**src/rtl/uart_tx_arbiter.sv**
```systemverilog
// Shares one UART transmitter between N_REQ byte producers, round-robin by default.
// Define UART_ARB_FIXED_PRIO_EN to select fixed priority (lowest set req index wins).
module uart_tx_arbiter #(
   parameter int unsigned N_REQ       = 4,
   parameter int unsigned ACK_TIMEOUT = 16,
   localparam int unsigned GW = $clog2(N_REQ),
   localparam int unsigned CW = $clog2(ACK_TIMEOUT) + 1
) (
   input  logic                 clk,
   input  logic                 rst,
   input  logic [N_REQ-1:0]     req,
   input  logic [8*N_REQ-1:0]   req_data,
   output logic [N_REQ-1:0]     ack,
   input  logic                 uart_ready,
   output logic                 uart_send,
   output logic [7:0]           uart_data,
   output logic                 busy,
   output logic [GW-1:0]        last_grant,
   output logic                 err
);

   typedef enum logic [1:0] {IDLE, ISSUE, WAIT_ACCEPT, WAIT_DONE} state_e;

   state_e           state_q;
   logic [N_REQ-1:0] ack_q, onehot_d;
   logic             send_q, err_q, found_d;
   logic [7:0]       data_q, byte_d;
   logic [GW-1:0]    win_q, win_d, last_q;
   logic [CW-1:0]    cnt_q, cnt_d;
`ifndef UART_ARB_FIXED_PRIO_EN
   logic [GW-1:0]    idx_d;
`endif

   always_comb begin
      found_d  = 1'b0;
      win_d    = '0;
      onehot_d = '0;
      byte_d   = '0;
`ifdef UART_ARB_FIXED_PRIO_EN
      for (int unsigned i = 0; i < N_REQ; i++) begin
         if (!found_d && req[i]) begin
            found_d = 1'b1;
            win_d   = GW'(i);
         end
      end
`else
      idx_d = '0;
      // Start one past the last winner so the previous winner is searched last.
      for (int unsigned k = 1; k <= N_REQ; k++) begin
         idx_d = GW'((32'(last_q) + k) % N_REQ);
         if (!found_d && req[idx_d]) begin
            found_d = 1'b1;
            win_d   = idx_d;
         end
      end
`endif
      for (int unsigned i = 0; i < N_REQ; i++) begin
         if (win_d == GW'(i)) begin
            onehot_d[i] = 1'b1;
            byte_d      = req_data[8*i +: 8];
         end
      end
      cnt_d = cnt_q + 1'b1;
   end

   always_ff @(posedge clk or posedge rst) begin
      if (rst) begin
         state_q <= IDLE;
         send_q  <= 1'b0;
         ack_q   <= '0;
         data_q  <= '0;
         err_q   <= 1'b0;
         last_q  <= GW'(N_REQ - 1);
         win_q   <= '0;
         cnt_q   <= '0;
      end else begin
         send_q <= 1'b0;
         ack_q  <= '0;
         case (state_q)
            IDLE: begin
               if (uart_ready && found_d) begin
                  win_q   <= win_d;
                  data_q  <= byte_d;
                  send_q  <= 1'b1;
                  ack_q   <= onehot_d;
                  state_q <= ISSUE;
               end
            end
            ISSUE: begin
               last_q  <= win_q;
               cnt_q   <= '0;
               state_q <= WAIT_ACCEPT;
            end
            WAIT_ACCEPT: begin
               if (!uart_ready) begin
                  state_q <= WAIT_DONE;
               end else begin
                  cnt_q <= cnt_d;
                  // Byte is dropped on timeout; its requester was already acked.
                  if (cnt_d == CW'(ACK_TIMEOUT - 1)) begin
                     err_q   <= 1'b1;
                     state_q <= IDLE;
                  end
               end
            end
            WAIT_DONE: begin
               if (uart_ready) state_q <= IDLE;
            end
            default: state_q <= IDLE;
         endcase
      end
   end

   assign ack        = ack_q;
   assign uart_send  = send_q;
   assign uart_data  = data_q;
   assign busy       = (state_q != IDLE);
   assign last_grant = last_q;
   assign err        = err_q;

endmodule

```
**config.mk**
```make
export PLATFORM = sky130hd
export DESIGN_NAME = uart_tx_arbiter
export DESIGN_NICKNAME = d
export VERILOG_FILES = /design/src/rtl/uart_tx_arbiter.sv
export SDC_FILE = /design/constraint.sdc
export NUM_CORES = 1
export LEC_CHECK = 0
export ABC_AREA = 1
export CAP_MARGIN = 10
export CORE_MARGIN = 2
export CORE_UTILIZATION = 40
export DETAILED_ROUTE_END_ITERATION = 6
export PLACE_DENSITY = 0.79
export SYNTH_ARGS = -nofsm -noshare
export SYNTH_HDL_FRONTEND = slang
export SYNTH_SLANG_ARGS = --single-unit
```
**constraint.sdc**
```tcl
create_clock -name clk -period 2.35 [get_ports clk]
set_input_delay 0.5875 -clock clk [delete_from_list [all_inputs] [get_ports clk]]
set_output_delay 0.5875 -clock clk [all_outputs]
set_load 0.03 [all_outputs]
```
==> flow_metrics.tcl <==
set metrics [dict create \
    hp-class "register to register" \
    vias 1648 \
    cts_buffer_depth 2 \
    ys_ff_latch 25 \
    cts_resized 0 \
    cts_tree "yes" \
    drt-initial-drc-count 114 \
    worst_ep_required_time_ns 1.76 \
    fin_area_sq_um 2369 \
    io_buffers 55 \
    ff2ff_path_depth 14 \
    startpoint "last_grant[0]$_DFFE_PP1P_" \
    post_cts_buffers 0 \
    drv_slew 0 \
    min_path_cells 1 \
    grt_usage_pct 18.07 \
    layout_common_cells "nand2_1 (69), clkdlybuf4s50_1 (55), inv_1 (23), dfrtp_1 (23), nor2_1 (20)" \
    first_global_vias 1597 \
    path_class "register to output port" \
    die_area_sq_um 4765 \
    clk_pin_slew_worst_paths_ns 0.10 \
    maxSlewHeadroom_pct 72.42 \
    drt-vias-per-instance 4.777 \
    crit_buf_inv 1 \
    dpl_cell_area_sq_um 2318 \
    yosysTopAreaCell "dfrtp_1" \
    numCtsBuffers 3 \
    drt-pass1-iter-count 4 \
    totalPowerFinal_mw 3.468 \
    grt_max_degree 26 \
    syn-cell-area_sq_um 1692 \
    root_buffer "clkbuf_8" \
    core_sq_um 4029 \
    hold_viol 0 \
    avgSynthCellArea_sq_um 7.260 \
    htreeDepth 1 \
    drive_gt1_share_pct 15.59 \
    antenna_found_initial 0 \
    ant_nets 0 \
    syn_nets 274 \
    die_x_microns 69.03 \
    whs_ns 0.4863 \
    static-leakage-power_nw 1.162 \
    antenna_cells 0 \
    cpPeakStageDelay_ns 0.72 \
    reg2reg_to "uart_data[6]$_DFFE_PP0P_" \
    cp-end-kind "output port" \
    cp_max_fo 9 \
    critPathCapture "last_grant[0]" \
    grt_overflow_total 0 \
    ys_top_cells_by_area "dfrtp_1 (34%), nand2_1 (15%), nand3_1 (5.3%), inv_1 (5.1%), nor2_1 (4.4%)" \
    critical_path_arrival_ns 1.69 \
    final-seq-area_sq_um 628.1 \
    syn2layout_area_growth_pct 40.01 \
    placementRows 23 \
    ios 56 \
    gp_congestion 0.8390 \
    synth_cells 233 \
    place_ws_ns -0.05880 \
    final_nets 337 \
    worst_slack_ns 0.07718 \
    clock-skew-final_ns 0.004557 \
    status "complete, no violations" \
    avgRoutedWirePerCell_microns 11.89 \
    tns_ns 0 \
    dieHeight_microns 69.03 \
    drc 0 \
    hold_buffers 0 \
    crit_chain "clkdlybuf4s50_1" \
    cap_violations 0 \
    grt_setup_unrepaired "no" \
    start_util_pct 41.99 \
    place_hpwl_microns 3186 \
    grt_first_pass_wirelength_microns 7141 \
    clk_latency_ns 0.27 \
    min_period_ns 2.273 \
    final_common_cell "nand2_1" \
    yosys_warnings 0 \
    regToRegSetupSlack_ns 0.29 \
    p_per_area_nw_per_um2 1464 \
    synthDominantCellAreaShare_pct 34.02 \
    yosysUniqueCellTypes 31 \
    path_delay_family "buffers and inverters" \
    setup_violations 0 \
    multi_input_area_sq_um 897.1 \
    max_freq_ghz 0.4400 \
    synth_seq_area_share_pct 37.13 \
    fillers 364 \
    slowest_stage "clkdlybuf4s50_1" \
    worstMarginPinSlew_ns 0.4127 \
    finalWirelength_microns 4101 \
    r2r_start "last_grant[0]$_DFFE_PP1P_" \
    start_kind "register" \
    path_depth 1 \
    ir_worst_vdd_mv 0.8428 \
    cts.sinks 25 \
    period_share_pct 96.72 \
]
[layer usage]
| layer | wire length (microns) | global-route usage, % | part of all wire (%) |
|---|---|---|---|
| met1 | 1812 | 23.15 | 44 |
| met2 | 2077 | 31.41 | 51 |
| met3 | 140 | 1.901 | 3.4 |
| met4 | 70 | 6.536 | 1.7 |
| met5 | 0 | 0 | 0 |
[Yosys cell counts (all sizes together)]
cell type / count
a211oi: 1
a21o: 1
a21oi: 4
buf: 5
clkinv: 3
dfrtp: 23
dfstp: 2
ha: 2
inv: 27
nand2: 82
nand3: 23
nand3b: 1
nand4: 2
nor2: 29
nor3: 4
o211ai: 1
o21ai: 17
or2: 3
xor2: 3
[flip-flops by register name (all words and copies together) (netlist names)]
signal and flops:
last_grant 2, ack 4, uart_send 1, uart_data 8, win_q 2, state_q 2
cnt_q 5, err 1
[metrics by stage]
step	std cells	utilization [%]
after floorplan	233	-
after global placement	341	57.55
after detailed placement	341	57.55
after CTS	345	58.79
after global routing	345	58.79
final	345	58.79
[cell families after synthesis]
kind of cell    after synthesis  synth area share [%]
fa+ha+maj                     2                 1.479
compound gates               24                 7.767
simple gates                144                 42.23
xor+xnor                      3                 1.554
buf+inv                      35                 9.837
flops                        25                 37.13
[layout make-up]
cell class	count	area share, %
clock buffer	3	1.743
clock inverter	1	0.3698
multi-input combinational	173	37.88
timing repair buffer	63	25.78
tap	50	2.641
sequential	25	26.52
inverter	30	5.071
[how the worst min path moves through the flow]
stage,slack [ns],endpoint,from
after global routing,0.52,err$_DFFE_PP0P_,err$_DFFE_PP0P_
after detailed placement,0.46,uart_data[4]$_DFFE_PP0P_,uart_data[4]$_DFFE_PP0P_
final,0.49,err$_DFFE_PP0P_,err$_DFFE_PP0P_
after global placement,0.44,err$_DFFE_PP0P_,err$_DFFE_PP0P_
after floorplan,0.45,win_q[0]$_DFFE_PP0P_,win_q[0]$_DFFE_PP0P_
after CTS,0.49,uart_data[4]$_DFFE_PP0P_,uart_data[4]$_DFFE_PP0P_
[report_power, final]
group          internal, mW  switching, mW
registers             0.606          0.130
clock network         0.124          0.151
logic                 0.918           1.54
total                  1.65           1.82
Note: power is estimated with default switching activity, not from simulation.
